==> src/rtl/hazard_controller.sv <==
// Pipeline hazard controller: EX/MEM/WB destination scoreboard, operand
// bypass selects, load-use and multi-cycle-EX stall sequencing.
//
// Ports:
//   clk, rst              core clock, async active-high reset
//   dec*                  decode-stage instruction fields
//   exBusy                multi-cycle EX unit occupied (freeze)
//   isBranchPredictMiss   1-cycle flush pulse from EX
//   isDataHazard          stall fetch/decode this cycle
//   op1/op2BypassCtrl     0 RF, 1 EX, 2 MEM, 3 WB producer
//   stateOut              FSM state (0 RUN, 1 LU_STALL, 2 EX_HOLD)
//
// Build option HAZARD_CTRL_PERF_CNT_EN adds stallCycles and flushCount
// saturating counters.
module hazard_controller #(
  parameter int REG_ADDR_W = 5,
  parameter int NUM_SB     = 3
) (
  input  logic                  clk,
  input  logic                  rst,
  input  logic                  decValid,
  input  logic [REG_ADDR_W-1:0] decRs1Addr,
  input  logic [REG_ADDR_W-1:0] decRs2Addr,
  input  logic                  decRs1Used,
  input  logic                  decRs2Used,
  input  logic [REG_ADDR_W-1:0] decRdAddr,
  input  logic                  decWEnable,
  input  logic                  decIsLoad,
  input  logic                  exBusy,
  input  logic                  isBranchPredictMiss,
  output logic                  isDataHazard,
  output logic [1:0]            op1BypassCtrl,
  output logic [1:0]            op2BypassCtrl,
  output logic [1:0]            stateOut
`ifdef HAZARD_CTRL_PERF_CNT_EN
  ,
  output logic [31:0]           stallCycles,
  output logic [31:0]           flushCount
`endif
);

  typedef struct packed {
    logic                  valid;
    logic [REG_ADDR_W-1:0] rd;
    logic                  wen;
    logic                  is_load;
  } sb_entry_t;

  typedef enum logic [1:0] {
    RUN      = 2'd0,
    LU_STALL = 2'd1,
    EX_HOLD  = 2'd2
  } state_t;

  // index 0 = EX, 1 = MEM, 2 = WB
  sb_entry_t sb [NUM_SB];
  sb_entry_t dec_entry;
  state_t    state;

  logic load_use;
  logic miss_ok;

  function automatic logic hit(
    input sb_entry_t             e,
    input logic [REG_ADDR_W-1:0] rs,
    input logic                  used
  );
    return e.valid && e.wen && (e.rd != '0)
      && (e.rd == rs) && used;
  endfunction

  // Scan oldest to youngest so the youngest producer wins.
  always_comb begin
    op1BypassCtrl = 2'd0;
    op2BypassCtrl = 2'd0;
    for (int i = NUM_SB - 1; i >= 0; i--) begin
      if (hit(sb[i], decRs1Addr, decRs1Used))
        op1BypassCtrl = 2'(i + 1);
      if (hit(sb[i], decRs2Addr, decRs2Used))
        op2BypassCtrl = 2'(i + 1);
    end
  end

  always_comb begin
    load_use = sb[0].is_load
      && (hit(sb[0], decRs1Addr, decRs1Used)
       || hit(sb[0], decRs2Addr, decRs2Used));
    // A flush kills the dependent decode, so it overrides load-use.
    // Reset masks the busy input so outputs clear without a clock.
    isDataHazard = !rst
      && (exBusy || (load_use && !isBranchPredictMiss));
    // Miss during a freeze is dropped; EX re-presents it later.
    miss_ok = isBranchPredictMiss && !exBusy;
  end

  always_comb begin
    dec_entry.valid   = decValid && !isDataHazard
                     && !isBranchPredictMiss;
    dec_entry.rd      = decRdAddr;
    dec_entry.wen     = decWEnable;
    dec_entry.is_load = decIsLoad;
  end

  always_ff @(posedge clk or posedge rst) begin
    if (rst) begin
      for (int i = 0; i < NUM_SB; i++)
        sb[i] <= '0;
    end else if (!exBusy) begin
      sb[0] <= dec_entry;
      for (int i = 1; i < NUM_SB; i++)
        sb[i] <= sb[i-1];
    end
  end

  always_ff @(posedge clk or posedge rst) begin
    if (rst) begin
      state <= RUN;
    end else begin
      unique case (state)
        RUN, LU_STALL: begin
          if (exBusy)
            state <= EX_HOLD;
          else if (isBranchPredictMiss)
            state <= RUN;
          else if (load_use)
            state <= LU_STALL;
          else
            state <= RUN;
        end
        EX_HOLD: begin
          if (exBusy)
            state <= EX_HOLD;
          else
            state <= RUN;
        end
        default: state <= RUN;
      endcase
    end
  end

  assign stateOut = state;

`ifdef HAZARD_CTRL_PERF_CNT_EN
  always_ff @(posedge clk or posedge rst) begin
    if (rst) begin
      stallCycles <= '0;
      flushCount  <= '0;
    end else begin
      if (isDataHazard && (stallCycles != '1))
        stallCycles <= stallCycles + 32'd1;
      if (miss_ok && (flushCount != '1))
        flushCount <= flushCount + 32'd1;
    end
  end
`endif

endmodule

==> config.mk <==
export PLATFORM = sky130hd
export DESIGN_NAME = hazard_controller
export DESIGN_NICKNAME = d
export VERILOG_FILES = /design/src/rtl/hazard_controller.sv
export SDC_FILE = /design/constraint.sdc
export NUM_CORES = 1
export LEC_CHECK = 0
export BUFFER_PORTS_ARGS = -buffer_cell sky130_fd_sc_hd__buf_4
export CAP_MARGIN = 10
export CORE_MARGIN = 4
export CORE_UTILIZATION = 53
export DETAILED_ROUTE_END_ITERATION = 12
export HOLD_SLACK_MARGIN = 0.05
export MAX_ROUTING_LAYER = met4
export PLACE_DENSITY = 0.81
export RECOVER_POWER = 50
export SLEW_MARGIN = 20
export SYNTH_ARGS = -nofsm -noshare
export SYNTH_HDL_FRONTEND = slang
export SYNTH_SLANG_ARGS = --single-unit
==> constraint.sdc <==
create_clock -name clk -period 2.5 [get_ports clk]
set_input_delay 0.625 -clock clk [delete_from_list [all_inputs] [get_ports clk]]
set_output_delay 0.625 -clock clk [all_outputs]
set_load 0.005 [all_outputs]
==> flow_metrics.py <==
metrics = {
    "yosys": {
        "synthesis.nets": 142,
        "yosysSeqAreaShare_pct": 43.3,
        "synth-edff-count": 0,
        "ys_async_sr_fraction_pct": 100,
        "yosysMostFrequentCell": "xnor2_1",
        "syn_inst": 118,
        "synth-seq-cells": 24,
        "synthDistinctLibCells": 29,
        "synth_warnings": 0,
        "synthFlopType": "dfrtp_1",
        "netlist_area_mm2": 0.00139,
        "syn_avg_cell_area_um2": 11.7,
        "yosysTopAreaCell": "dfrtp_1",
        "synth_common_cells": "xnor2_1 (30), dfrtp_1 (24), mux2_2 (21)",
        "synth_top_area_share_pct": 43.3,
        "synthTopCellsByArea": "dfrtp_1 (43%), xnor2_1 (19%), mux2_2 (17%)",
    },
    "clock_tree": {
        "cts_tree": "yes",
        "cts_root_buffer": "clkbuf_4",
        "h-tree-depth": 1,
        "cts.sinks": 24,
        "clk_pin_slew_worst_paths_ns": 0.13,
        "cts_buffer_depth": 2,
        "insertion_delay_ns": 0.31,
        "cts_buffers": 3,
    },
    "drt": {
        "ant_nets": 0,
        "route.detailed.drc": 0,
        "dr.pass1.iters": 4,
        "vias": 1086,
        "drt_wl_total_um": 3090,
        "wire_per_inst_um": 16.2,
        "via_per_inst": 5.72,
        "drt_iter0_markers": 68,
    },
    "worst_setup_path": {
        "path_class": "flip-flop to output port",
        "crit_required_ns": 1.88,
        "cp-start-kind": "flip-flop",
        "cp-end-kind": "output port",
        "arrival_ns": 1.94,
        "crit_fanout": 4,
    },
    "timing": {
        "fin_skew_ns": 0.00450,
        "finalCritPeriodShare_pct": 102,
        "worst_hold_slack_ns": 0.473,
        "totalNegativeSetupSlack_ns": -0.0793,
        "final_max_slew_viol_count": 0,
        "worst_slew_pin_slew_ns": 1.27,
        "fmax_ghz": 0.390,
        "setup_viol": 3,
        "hold_viol": 0,
        "fin_crit_ns": 2.56,
        "slew_headroom_pct": 15.4,
        "layout_setup_ws_ns": -0.0620,
        "rsz0062_at_grt": "yes",
    },
    "power": {
        "p_per_area_mw_per_mm2": 554,
        "ir_drop_mv": 0.434,
        "power_switching_uw": 289,
        "seq_power_share_pct": 50.7,
        "finalPower_uw": 987,
        "p_leak_nw": 0.722,
        "combPwrFrac_pct": 29.1,
        "clkPwrFrac_pct": 20.2,
        "p_sw_share_pct": 29.2,
        "p_int_uw": 699,
    },
    "placed_design": {
        "dp_hpwl_um": 2240,
        "placed_cell_area_mm2": 0.00165,
        "io_buffers": 30,
        "pre_cts_ws_ns": 0.0895,
        "gp_congestion": 0.859,
        "dp_cells": 177,
    },
    "grt": {
        "grt_max_degree": 28,
        "grt-ovfl-total": 0,
        "gr-usage-all-layers_pct": 20.6,
        "grt_pass1_vias": 1111,
        "antenna_found_initial": 0,
        "grt_pass1_wl_um": 5210,
    },
    "worst_hold_path": {
        "hold_path_class": "flip-flop to flip-flop",
    },
    "finish": {
        "stdcell_count": 190,
        "multiInputGateArea_um2": 795,
        "utilization_pct": 71.9,
        "drive_gt1_share_pct": 49.4,
        "fillerInstances": 179,
        "area_growth_pct": 28.5,
        "fin_nets": 185,
        "regArea_um2": 606,
        "diodes": 0,
        "final_area_mm2": 0.00178,
    },
    "floorplan": {
        "rows": 18,
        "io_pins": 31,
        "die_y_um": 59.1,
        "chipWidth_um": 59.1,
        "core-area_mm2": 0.00248,
        "dieArea_mm2": 0.00350,
        "start_util_pct": 56.0,
    },
    "run_status": {
        "violations": "negative setup slack",
        "outcome": "finished with violations",
    },
    "job": {
        "drv_cap": 0,
    },
}
## cells in the final DEF (no fill, tap or decap), drive strengths merged, types with 2 or more instances in the layout
cell type,n
buf,39
xnor2,30
dfrtp,24
mux2,21
nand4,8
clkbuf,6
nor2,5
or4,3
nand2,3
nand3,3
nor3,3
nand2b,2
a21oi,2
o211ai,2
## layer usage
layer | global-route usage [%] | routed length, µm
met1 | 28.4 | 1380
met2 | 30.9 | 1420
met4 | 8.41 | 36
met5 | - | 0
met3 | 2.40 | 250
## worst max-delay path, stage by stage (launching register included)
cell	delay, ns
dfrtp_2	0.46
or4_4	0.53
nor2_4	0.14
nor3_2	0.07
buf_4	0.14
a21o_1	0.17
buf_6	0.12
## path summary, 6_finish.rpt
kind	start	end	slack [ns]	depth (start not counted)
min reg2reg	stateOut[1]	stateOut[0]	0.47	1
min in group asynchronous	rst	sb[13]	0.76	3
max reg2reg	sb[22]	sb[23]	0.73	7
max	sb[22]	op1BypassCtrl[0]	-0.06	6
max in group asynchronous	rst	sb[21]	0.91	3
min	stateOut[1]	stateOut[0]	0.47	1
## flip-flops by register name (all words and copies together) (netlist names)
register,count
sb,22
stateOut,2
## layout make-up
cell class                 instances  area share [%]
clock buffer                       4            2.04
tap                               30            2.11
timing repair buffer              41            17.1
inverter                           1           0.211
multi-input combinational         90            44.6
sequential                        24            34.0
## power groups by stage
stage / Sequential [mW] / Combinational [mW] / Clock, mW
6_report: 0.501 / 0.287 / 0.199
3_3_place_gp: 0.516 / 0.220 / 0
4_1_cts: 0.496 / 0.285 / 0.206
2_1_floorplan: 0.498 / 0.166 / 0
3_5_place_dp: 0.519 / 0.228 / 0
5_1_grt: 0.507 / 0.313 / 0.223
## cells by family (layout without fill, tap and decap cells)
group / after synthesis / count (layout) / share of synthesized area, %
xor gates and xnor gates: 30 / 30 / 19.0
muxes: 21 / 21 / 17.1
DFF: 24 / 24 / 43.3
buffers and inverters: 4 / 46 / 1.17
AOI/OAI and AO/OA: 10 / 10 / 6.05
and+or+nand+nor: 29 / 29 / 13.4
## what timing repair did
item | CTS | global route
hold buffers | 0 | 0
gates resized for setup | 6 | 4
setup buffers | 9 | 0
pin swaps | 11 | 3
endpoints found under the hold margin | 0 | 0
setup endpoints to repair | 5 | 5
No activity file was read; power rests on OpenSTA's default activity.
